===== config.mk =====
export PLATFORM = sky130hd
export DESIGN_NAME = dmem_port_scheduler
export DESIGN_NICKNAME = d
export VERILOG_FILES = /design/src/rtl/dmem_port_scheduler_pkg.sv /design/src/rtl/dmem_port_scheduler_rr_candidate_pick.sv /design/src/rtl/dmem_port_scheduler.sv
export SDC_FILE = /design/constraint.sdc
export NUM_CORES = 1
export LEC_CHECK = 0
export CAP_MARGIN = 20
export CORE_MARGIN = 2
export CORE_UTILIZATION = 40
export CTS_CLUSTER_SIZE = 30
export DETAILED_ROUTE_END_ITERATION = 8
export HOLD_SLACK_MARGIN = 0.15
export PLACE_DENSITY = 0.68
export SYNTH_ARGS = -nofsm -noshare
export SYNTH_HDL_FRONTEND = slang
export SYNTH_HIERARCHICAL = 1
export SYNTH_SLANG_ARGS = --single-unit

===== constraint.sdc =====
create_clock -name clk_i -period 5.68 [get_ports clk_i]
set_clock_uncertainty 0.15 [all_clocks]
set_input_delay 0.568 -clock clk_i [delete_from_list [all_inputs] [get_ports clk_i]]
set_output_delay 0.568 -clock clk_i [all_outputs]
set_load 0.02 [all_outputs]

===== src/rtl/dmem_port_scheduler_pkg.sv =====
// dmem_port_scheduler_pkg: shared port FSM encoding and word-address helper
package dmem_port_scheduler_pkg;
    typedef enum logic {IDLE, BUSY} port_state_t;
    localparam int WORD_W = 30;
    function automatic logic [WORD_W-1:0] word_of(input logic [31:0] a);
        return a[31:32-WORD_W];
    endfunction
endpackage


===== src/rtl/dmem_port_scheduler_rr_candidate_pick.sv =====
// rr_candidate_pick: starved-core-first, else round-robin-from-pointer candidate selection
module rr_candidate_pick #(
    parameter int NCORES = 4,
    parameter int SW = 2
) (
    input  logic [NCORES-1:0] i_elig,
    input  logic [NCORES-1:0] i_sat,
    input  logic [SW-1:0]     i_rr_ptr,
    output logic              o_valid,
    output logic [SW-1:0]     o_idx
);
    logic [SW-1:0] w_pos;
    always_comb begin
        o_valid = 1'b0;
        o_idx = '0;
        w_pos = '0;
        for (int k = NCORES - 1; k >= 0; k--) begin
            w_pos = SW'((int'(i_rr_ptr) + k) % NCORES);
            if (i_elig[w_pos]) begin
                o_valid = 1'b1;
                o_idx = w_pos;
            end
        end
        for (int k = NCORES - 1; k >= 0; k--) begin
            if (i_elig[k] && i_sat[k]) o_idx = SW'(k);
        end
    end
endmodule


===== src/rtl/dmem_port_scheduler.sv =====
// dmem_port_scheduler: two-port dmem arbiter with aging, round-robin and same-word exclusion
module dmem_port_scheduler
    import dmem_port_scheduler_pkg::*;
#(
    parameter int NCORES = 4,
    parameter int AGE_WIDTH = 3,
    localparam int SW = (NCORES > 1) ? $clog2(NCORES) : 1
) (
    input  logic                 clk_i,
    input  logic                 rst_i,
    input  logic [NCORES-1:0]    req_packed_i,
    input  logic [32*NCORES-1:0] addr_packed_i,
    input  logic                 done_a_i,
    input  logic                 done_b_i,
    output logic [NCORES-1:0]    gnt_packed_o,
    output logic                 busy_a_o,
    output logic                 busy_b_o,
    output logic [SW-1:0]        sel_a_o,
    output logic [SW-1:0]        sel_b_o
);
    port_state_t r_st_a, r_st_b, w_st_a_nxt, w_st_b_nxt;
    logic [WORD_W-1:0] r_word_a, r_word_b;
    logic [WORD_W-1:0] w_word [NCORES];
    logic [AGE_WIDTH-1:0] r_age [NCORES];
    logic [SW-1:0] r_rr, w_rr_nxt, w_idx_a, w_idx_b;
    logic [NCORES-1:0] w_elig, w_sat, w_mask_a, w_mask_b, w_gnt;
    logic w_vld_a, w_vld_b, w_go_a, w_go_b;
    assign busy_a_o = r_st_a == BUSY;
    assign busy_b_o = r_st_b == BUSY;
    // Port A also avoids port B's in-flight word so no two same-word accesses overlap.
    always_comb begin
        for (int i = 0; i < NCORES; i++) begin
            w_word[i] = word_of(addr_packed_i[32*i +: 32]);
            w_elig[i] = req_packed_i[i] && !(busy_a_o && sel_a_o == SW'(i)) && !(busy_b_o && sel_b_o == SW'(i));
            w_sat[i] = &r_age[i];
            w_mask_a[i] = w_elig[i] && !(busy_b_o && w_word[i] == r_word_b);
        end
    end
    rr_candidate_pick #(.NCORES(NCORES), .SW(SW)) u_pick_a (
        .i_elig(w_mask_a), .i_sat(w_sat), .i_rr_ptr(r_rr), .o_valid(w_vld_a), .o_idx(w_idx_a)
    );
    assign w_go_a = r_st_a == IDLE && w_vld_a;
    always_comb begin
        for (int i = 0; i < NCORES; i++) begin
            w_mask_b[i] = w_elig[i] && !(w_go_a && w_word[i] == w_word[w_idx_a]) && !(busy_a_o && w_word[i] == r_word_a);
        end
    end
    rr_candidate_pick #(.NCORES(NCORES), .SW(SW)) u_pick_b (
        .i_elig(w_mask_b), .i_sat(w_sat), .i_rr_ptr(r_rr), .o_valid(w_vld_b), .o_idx(w_idx_b)
    );
    assign w_go_b = NCORES > 1 && r_st_b == IDLE && w_vld_b;
    always_comb begin
        w_gnt = (w_go_a ? NCORES'(1) << w_idx_a : '0) | (w_go_b ? NCORES'(1) << w_idx_b : '0);
        w_st_a_nxt = w_go_a ? BUSY : (busy_a_o && !done_a_i) ? BUSY : IDLE;
        w_st_b_nxt = w_go_b ? BUSY : (busy_b_o && !done_b_i) ? BUSY : IDLE;
        w_rr_nxt = w_go_b ? ((w_idx_b == SW'(NCORES - 1)) ? '0 : w_idx_b + 1'b1)
                 : w_go_a ? ((w_idx_a == SW'(NCORES - 1)) ? '0 : w_idx_a + 1'b1) : r_rr;
    end
    always_ff @(posedge clk_i or posedge rst_i) begin
        if (rst_i) begin
            r_st_a <= IDLE;
            r_st_b <= IDLE;
        end else begin
            r_st_a <= w_st_a_nxt;
            r_st_b <= w_st_b_nxt;
        end
    end
    always_ff @(posedge clk_i or posedge rst_i) begin
        if (rst_i) begin
            gnt_packed_o <= '0;
            sel_a_o <= '0;
            sel_b_o <= '0;
            r_word_a <= '0;
            r_word_b <= '0;
            r_rr <= '0;
            for (int i = 0; i < NCORES; i++) r_age[i] <= '0;
        end else begin
            gnt_packed_o <= w_gnt;
            r_rr <= w_rr_nxt;
            if (w_go_a) begin
                sel_a_o <= w_idx_a;
                r_word_a <= w_word[w_idx_a];
            end
            if (w_go_b) begin
                sel_b_o <= w_idx_b;
                r_word_b <= w_word[w_idx_b];
            end
            for (int i = 0; i < NCORES; i++) begin
                r_age[i] <= (!req_packed_i[i] || w_gnt[i]) ? '0
                          : (w_elig[i] && !w_sat[i]) ? r_age[i] + 1'b1 : r_age[i];
            end
        end
    end
endmodule


### After elaboration in Yosys (flattened, before gate mapping)

Index checks and enable logic that the tools add are counted.

| word-level totals | value |
|---|---|
| register bits after elaboration | 84 |
| bits of input ports | 136 |
| output and inout bits | 10 |
| logic and storage cells | 219 |

| operators by class | value |
|---|---|
| add/subtract/negate cells | 9 |
| order comparisons | 6 |
| equality and inequality tests | 20 |
| shift operators | 2 |
| multiplexer cells | 64 |
| bitwise operators | 5 |
| reductions and logical operators | 101 |

Operators by type and width:

| kind | count |
|---|---|
| == test 30 bit | 12 |
| binary-select mux 30 bit (select 2 bit) | 2 |
| 2-to-1 mux 30 bit | 4 |
| logical AND 1 bit | 56 |
| 2-to-1 mux 2 bit | 20 |
| zero test 1 bit | 30 |
| 2-to-1 mux 3 bit | 8 |
| 2-to-1 mux 1 bit | 20 |
| binary-select mux 1 bit (select 2 bit) | 8 |
| adder 3 x 1 -> 3 bit (second input constant) | 4 |
| == test 2 bit (second input constant) | 6 |
| < comparator 2 x 3 -> 1 bit (second input constant) | 4 |
| AND reduction 3 bit | 4 |
| nonzero test 2 bit | 5 |
| 2-to-1 mux 4 bit | 2 |
| << shifter 1 x 2 -> 4 bit (first input constant) | 2 |
| adder 2 x 1 -> 2 bit (second input constant) | 3 |
| greater-or-equal comparator 3 bit (second input constant) | 2 |
| inverter 2 -> 3 bit | 2 |
| adder 2 bit (second input constant) | 2 |
| == test 2 x 1 -> 1 bit (second input constant) | 2 |
| zero test 2 bit | 2 |
| logical OR 1 bit | 4 |
| bitwise OR 4 bit | 1 |
| inverter 1 bit | 2 |

### Logic depth before layout (Yosys ltp)

| logic depth | value |
|---|---|
| word-level depth | 40 |
| mapped depth | 30 |
| depth with buffers taken out | 24 |

### Modules after synthesis

Netlist, hierarchy kept.

By module, submodules not included:

| module | instances | cells an instance | area each (um^2) | sequential area each (um^2) |
|---|---|---|---|---|
| dmem_port_scheduler | 1 | 1336 | 11676.2 | 2102.0 |
| rr_candidate_pick | 2 | 25 | 142.6 | 0.0 |

### Least setup slack after synthesis

Ideal clock, no wire load.

| timing path | value |
|---|---|
| path kind | input-to-reg |
| start | in addr_packed_i[77] |
| end | reg r_age[10] (netlist name) |
| setup time | 72 ps |
| data arrival time | 6310 ps |
| required time | 5458 ps |
| setup slack | -851 ps |
| stages | 29 |
| path buffers | 6 |
| cells stage by stage | clkbuf_1 xor2_1 nor4_1 nand4_1 nor4_1 nor2_1 inv_1 a2bb2oi_1 o21ai_0 a221oi_1 buf_6 buf_12 buf_12 mux2i_1 xnor2_1 nand4_1 o41ai_2 a31oi_1 inv_1 a2bb2oi_1 o21ai_0 a221oi_1 buf_2 buf_1 inv_1 ha_1 a22o_1 or2_2 nor2_1 |

| on the way | value |
|---|---|
| longest elaborated chain between the ends | 38 |
| elaborated cells on any way between the ends | 86 |
| those cells by class | eq/ne (6); shift (2); mux (46); bitwise (2); reduce/logical (30) |

Ends and longest elaborated chain:

| what | RTL line | source |
|---|---|---|
| start: declaration | dmem_port_scheduler.sv:12 | `input logic [32*NCORES-1:0] addr_packed_i,` |
| == test 30 bit * | dmem_port_scheduler.sv:36 | `w_mask_a[i] = w_elig[i] && !(busy_b_o && w_word[i] == r_word_b);` |
| logical AND 1 bit * | dmem_port_scheduler.sv:36 |  |
| zero test 1 bit * | dmem_port_scheduler.sv:36 |  |
| logical AND 1 bit * | dmem_port_scheduler.sv:36 |  |
| via w_mask_a[2] | dmem_port_scheduler.sv:26 | `logic [NCORES-1:0] w_elig, w_sat, w_mask_a, w_mask_b, w_gnt;` |
| binary-select mux 1 bit (select 2 bit) | dmem_port_scheduler_rr_candidate_pick.sv:19 | `if (i_elig[w_pos]) begin` |
| 2-to-1 mux 1 bit (not written as such) | dmem_port_scheduler_rr_candidate_pick.sv:19 |  |
| 2-to-1 mux 2 bit (4 in a row) | dmem_port_scheduler_rr_candidate_pick.sv:19 |  |
| (+4 left out) | n/a |  |
| via w_idx_a[0] | dmem_port_scheduler.sv:25 | `logic [SW-1:0] r_rr, w_rr_nxt, w_idx_a, w_idx_b;` |
| (+9 left out) | n/a |  |
| via w_mask_b[2] | dmem_port_scheduler.sv:26 |  |
| (+7 left out) | n/a |  |
| 2-to-1 mux 2 bit * (3 in a row) | dmem_port_scheduler_rr_candidate_pick.sv:25 | `if (i_elig[k] && i_sat[k]) o_idx = SW'(k);` |
| via w_idx_b[0] | dmem_port_scheduler.sv:25 |  |
| << shifter 1 x 2 -> 4 bit * | dmem_port_scheduler.sv:53 | `w_gnt = (w_go_a ? NCORES'(1) << w_idx_a : '0) \| (w_go_b ? NCORES'(1) << w_idx_b : '0);` |
| 2-to-1 mux 4 bit * | dmem_port_scheduler.sv:53 |  |
| bitwise OR 4 bit * | dmem_port_scheduler.sv:53 |  |
| via w_gnt[0] | dmem_port_scheduler.sv:26 |  |
| logical OR 1 bit * | dmem_port_scheduler.sv:89 | `r_age[i] <= (!req_packed_i[i] \|\| w_gnt[i]) ? '0` |
| 2-to-1 mux 3 bit or nonzero test 2 bit (tied branches) | n/a |  |
| end signal: indexed assignment | dmem_port_scheduler.sv:89 |  |
| end: declaration | dmem_port_scheduler.sv:24 | `logic [AGE_WIDTH-1:0] r_age [NCORES];` |

The timed path passes the listed nets; every way through them passes the cells marked *. The select of a mux whose other input is x is not followed.
A chain may end at the register's enable or synchronous reset.

### Worst setup path after layout

| timing path | value |
|---|---|
| start | in addr_packed_i[69] |
| end | reg r_word_b[2] |

| on the way | value |
|---|---|
| longest elaborated chain between the ends | 37 |
| elaborated cells on any way between the ends | 82 |
| those cells by class | eq/ne (6); mux (46); bitwise (2); reduce/logical (28) |

Ends and longest elaborated chain:

| what | RTL line | source |
|---|---|---|
| == test 30 bit * | dmem_port_scheduler.sv:36 |  |
| logical AND 1 bit * | dmem_port_scheduler.sv:36 |  |
| zero test 1 bit * | dmem_port_scheduler.sv:36 |  |
| logical AND 1 bit * | dmem_port_scheduler.sv:36 |  |
| via w_mask_a[2] | dmem_port_scheduler.sv:26 |  |
| binary-select mux 1 bit (select 2 bit) | dmem_port_scheduler_rr_candidate_pick.sv:19 |  |
| 2-to-1 mux 1 bit (not written as such) | dmem_port_scheduler_rr_candidate_pick.sv:19 |  |
| 2-to-1 mux 2 bit (4 in a row) | dmem_port_scheduler_rr_candidate_pick.sv:19 |  |
| (+4 left out) | n/a |  |
| via w_idx_a[0] | dmem_port_scheduler.sv:25 |  |
| (+9 left out) | n/a |  |
| via w_mask_b[0] | dmem_port_scheduler.sv:26 |  |
| (+1 left out) | n/a |  |
| 2-to-1 mux 1 bit (not written as such) | dmem_port_scheduler_rr_candidate_pick.sv:19 |  |
| 2-to-1 mux 2 bit (4 in a row) | dmem_port_scheduler_rr_candidate_pick.sv:19 |  |
| 2-to-1 mux 2 bit (3 in a row) | dmem_port_scheduler_rr_candidate_pick.sv:25 |  |
| 2-to-1 mux 2 bit * | dmem_port_scheduler_rr_candidate_pick.sv:25 |  |
| via w_idx_b[0] | dmem_port_scheduler.sv:25 |  |
| inverter 2 -> 3 bit (not written as such) * | dmem_port_scheduler.sv:86 | `r_word_b <= w_word[w_idx_b];` |
| binary-select mux 30 bit (select 2 bit) * | dmem_port_scheduler.sv:86 |  |
| 2-to-1 mux 30 bit (not written as such) * (2 in a row) | dmem_port_scheduler.sv:86 |  |
| end signal: assignment | dmem_port_scheduler.sv:86 |  |
| end: declaration | dmem_port_scheduler.sv:22 | `logic [WORD_W-1:0] r_word_a, r_word_b;` |

Marked as above.

==> impl_metrics.env <==
export IMPL_gp_congestion=1.104
export IMPL_numClockSinks=84
export IMPL_outcome="finished with violations"
export IMPL_utilization_pct=60.62
export IMPL_numCtsBuffers=9
export IMPL_ys_ff_latch=84
export IMPL_antenna_found_initial=5
export IMPL_synth_edf_count=0
export IMPL_grt_pass1_wl_mm=91.94
export IMPL_layout_min_cycle_time_ns=6.648
export IMPL_min_from="r_age[1]$_DFFE_PP0P_"
export IMPL_yosysTopAreaCell="dfrtp_1"
export IMPL_holdPathEnd="r_age[1]$_DFFE_PP0P_"
export IMPL_avgSynthCellArea_sq_um=8.630
export IMPL_synthTopCellsByArea="dfrtp_1 (18%), xnor2_1 (16%), xor2_1 (16%), mux4_2 (10%), clkbuf_1 (6.0%)"
export IMPL_hold_path_class="reg -> reg"
export IMPL_clock_latency_ns=0.41
export IMPL_rsz0062_at_grt="true"
export IMPL_ys_seq_area_share_pct=17.57
export IMPL_dpl_cell_count=2041
export IMPL_die_area_sq_um=31300
export IMPL_required_ns=5.81
export IMPL_worst_slew_pin_slew_ns=1.098
export IMPL_final_common_cell="buf_4"
export IMPL_hold_violations=0
export IMPL_cp_num_buf_inv=12
export IMPL_synth_top_flop_cell="dfrtp_1"
export IMPL_vdd_ir_drop_max_mv=0.3516
export IMPL_fin_area_sq_um=17920
export IMPL_grt_pass1_vias=12603
export IMPL_num_vias=12688
export IMPL_critical_path_class="in -> reg"
export IMPL_cts_tree="built"
export IMPL_cp_max_fo=6
export IMPL_die_height_microns=176.9
export IMPL_initial_core_util_pct=40.47
export IMPL_reg2regPathDepth=29
export IMPL_crit_family="buffers and inverters"
export IMPL_r2r_slack_ns=-0.96
export IMPL_wirelength_mm=67.40
export IMPL_mostFrequentLayoutCells="buf_4 (342), xnor2_1 (216), xor2_1 (166)"
export IMPL_syn_cell_area_sq_um=11960
export IMPL_grtUsageTotal_pct=42.73
export IMPL_dr_first_iter_drc_count=1514
export IMPL_max_slew_margin_pct=26.44
export IMPL_power_density_nw_per_um2=684.2
export IMPL_port_buffers=137
export IMPL_finalCritPeriodShare_pct=117.0
export IMPL_drv_slew=0
export IMPL_fillers=2536
export IMPL_use_met1_pct=51.89
export IMPL_dp_hpwl_mm=53.21
export IMPL_postCtsHoldBufs=0
export IMPL_chipWidth_microns=176.9
export IMPL_viasPerCell=6.059
export IMPL_worst_slack_ns=-0.9682
export IMPL_io_pins=146
export IMPL_yosys_cell_types_count=65
export IMPL_max_stage_delay_ns=0.66
export IMPL_busiest_layer="met2"
export IMPL_htreeDepth=3
export IMPL_core_area_sq_um=29560
export IMPL_async_reset_ff_share_pct=100.0
export IMPL_p_total_mw=12.26
export IMPL_cts_buffer_depth=2
export IMPL_rows=63
export IMPL_finalSetupViolations=51
export IMPL_root_buffer="clkbuf_16"
export IMPL_avgRoutedWirePerCell_microns=32.19
export IMPL_use_met3_pct=10.85
export IMPL_crit_path_start_kind="input port"
export IMPL_nNetsFinal=1850
export IMPL_syn2layout_area_growth_pct=49.80
export IMPL_fmax_mhz=150.4
export IMPL_cp_slowest_cell="clkdlybuf4s50_1"
export IMPL_fin_cells=2094
export IMPL_drive_gt1_share_pct=38.87
export IMPL_ant_nets=0
export IMPL_worstPathArrival_ns=6.78
export IMPL_failed_checks="negative setup slack"
export IMPL_clk_pin_slew_ns=0.07
export IMPL_cellLeakagePower_nw=7.452
export IMPL_synthesis_nets=1538
export IMPL_endpoint_kind="flip-flop"
export IMPL_place_area_sq_um=15820
export IMPL_grt_overflow=0
export IMPL_gr_usage_met2_pct=65.87
export IMPL_reg2reg_from="r_word_b[13]$_DFFE_PP0P_"
export IMPL_post_route_drc_count=0
export IMPL_fin_hold_ws_ns=0.3894
export IMPL_max_cap_viol_count=0
export IMPL_grt_max_degree=44
export IMPL_firstDrtPassIters=5
export IMPL_syn_inst=1386
export IMPL_synth_top_area_share_pct=17.57
export IMPL_yosys_warnings=6
export IMPL_hold_depth=2
export IMPL_r2r_end="r_word_b[2]$_DFFE_PP0P_"
[where the power goes]
part           internal (mW)  total [mW]  switching, mW
combinational           4.96        10.2           5.25
clock                  0.356       0.677          0.321
sequential             0.894        1.37          0.475
total                   6.21        12.3           6.05
[layer usage]
layer | vias up | share of wire, %
li1 | 5310 | -
met1 | 6163 | 36
met2 | 957 | 44
met3 | 254 | 11
met4 | 4 | 8.6
met5 | - | 0.039
[kinds of logic (layout without fill, tap and decap cells)]
group           after synthesis  in the layout  synth area share (%)
other cells                   0              1                     0
xor+xnor                    433            433                 31.71
simple gates                315            315                 13.32
flops                        84             84                 17.57
compound gates              133            133                 7.762
buf+inv                     248            565                 8.630
mux                         157            157                 19.34
fa+ha+maj                    16             16                 1.674
[registers in the layout, summed over array words and instances, names as in the netlist]
signal / count
r_word_a: 30
r_age: 12
r_rr: 2
busy_a_o: 1
sel_b_o: 2
busy_b_o: 1
gnt_packed_o: 4
r_word_b: 30
sel_a_o: 2
[worst register-to-register path: cells and delay by family (launching register included)]
kind / cells / cell delay [ns]
AOI/OAI and AO/OA: 8 / 1.68
muxes: 3 / 0.96
and+or+nand+nor: 5 / 0.96
DFF: 1 / 0.46
xor gates and xnor gates: 2 / 0.54
buffers and inverters: 11 / 1.79
[metrics by stage]
stage          worst slack, ns  TNS (ns)
4_1_cts                -0.8579    -37.09
5_1_grt                 -1.063    -46.98
3_3_place_gp            -2.362   -114.39
3_5_place_dp            -2.431   -117.09
2_1_floorplan         -0.06649    -1.978
6_report               -0.9682    -42.60
[worst max path at each step]
stage | from | depth (start not counted) | slack, ns | endpoint
global route | r_word_b[13]$_DFFE_PP0P_ | 30 | -1.06 | r_word_b[2]$_DFFE_PP0P_
floorplan | addr_packed_i[91] | 28 | -0.07 | r_age[10]$_DFFE_PP0P_
CTS | r_word_b[10]$_DFFE_PP0P_ | 29 | -0.86 | r_word_b[29]$_DFFE_PP0P_
finish | addr_packed_i[69] | 29 | -0.97 | r_word_b[2]$_DFFE_PP0P_
global placement | addr_packed_i[91] | 26 | -2.36 | r_word_b[18]$_DFFE_PP0P_
detailed placement | addr_packed_i[91] | 26 | -2.43 | r_word_b[14]$_DFFE_PP0P_
[Yosys cell counts, types with 3 or more instances]
cell / instances
a211oi_1: 5
a21oi_1: 26
a22o_1: 7
a2bb2oi_1: 6
a311oi_1: 3
a31oi_1: 14
a41oi_1: 3
buf_1: 13
buf_2: 13
buf_6: 6
clkbuf_1: 191
dfrtp_1: 84
ha_1: 16
inv_1: 20
mux2_2: 35
mux2i_1: 62
mux2i_2: 6
mux4_2: 53
nand2_1: 108
nand2b_1: 10
nand3_1: 16
nand4_1: 55
nor2_1: 38
nor2b_1: 8
nor3_1: 10
nor4_1: 52
o211ai_1: 6
o21ai_0: 24
o221ai_1: 3
o22ai_1: 4
o2bb2ai_1: 3
o311ai_0: 3
or2_2: 7
xnor2_1: 220
xor2_1: 213
[layout make-up]
type                    count  area (sq um)  share of cell area, %
flip-flops and latches     84          2110                  11.77
repair buffers            528          4760                  26.56
well taps                 390         488.0                  2.723
multi-input cells        1054         10160                  56.70
clock inverters             6         70.07                 0.3910
inverters                  21         90.09                 0.5028
diodes                      1         2.502                0.01397
clock buffers              10         239.0                  1.334
[what timing repair did]
| item | 4_1_cts | 5_1_grt |
|---|---|---|
| pin swaps | 45 | 45 |
| gates resized for setup | 162 | 125 |
| gates cloned | 3 | 3 |
| buffers inserted | 25 | 9 |
| setup endpoints to repair | 51 | 51 |
Note: power is estimated with default switching activity, not from simulation.
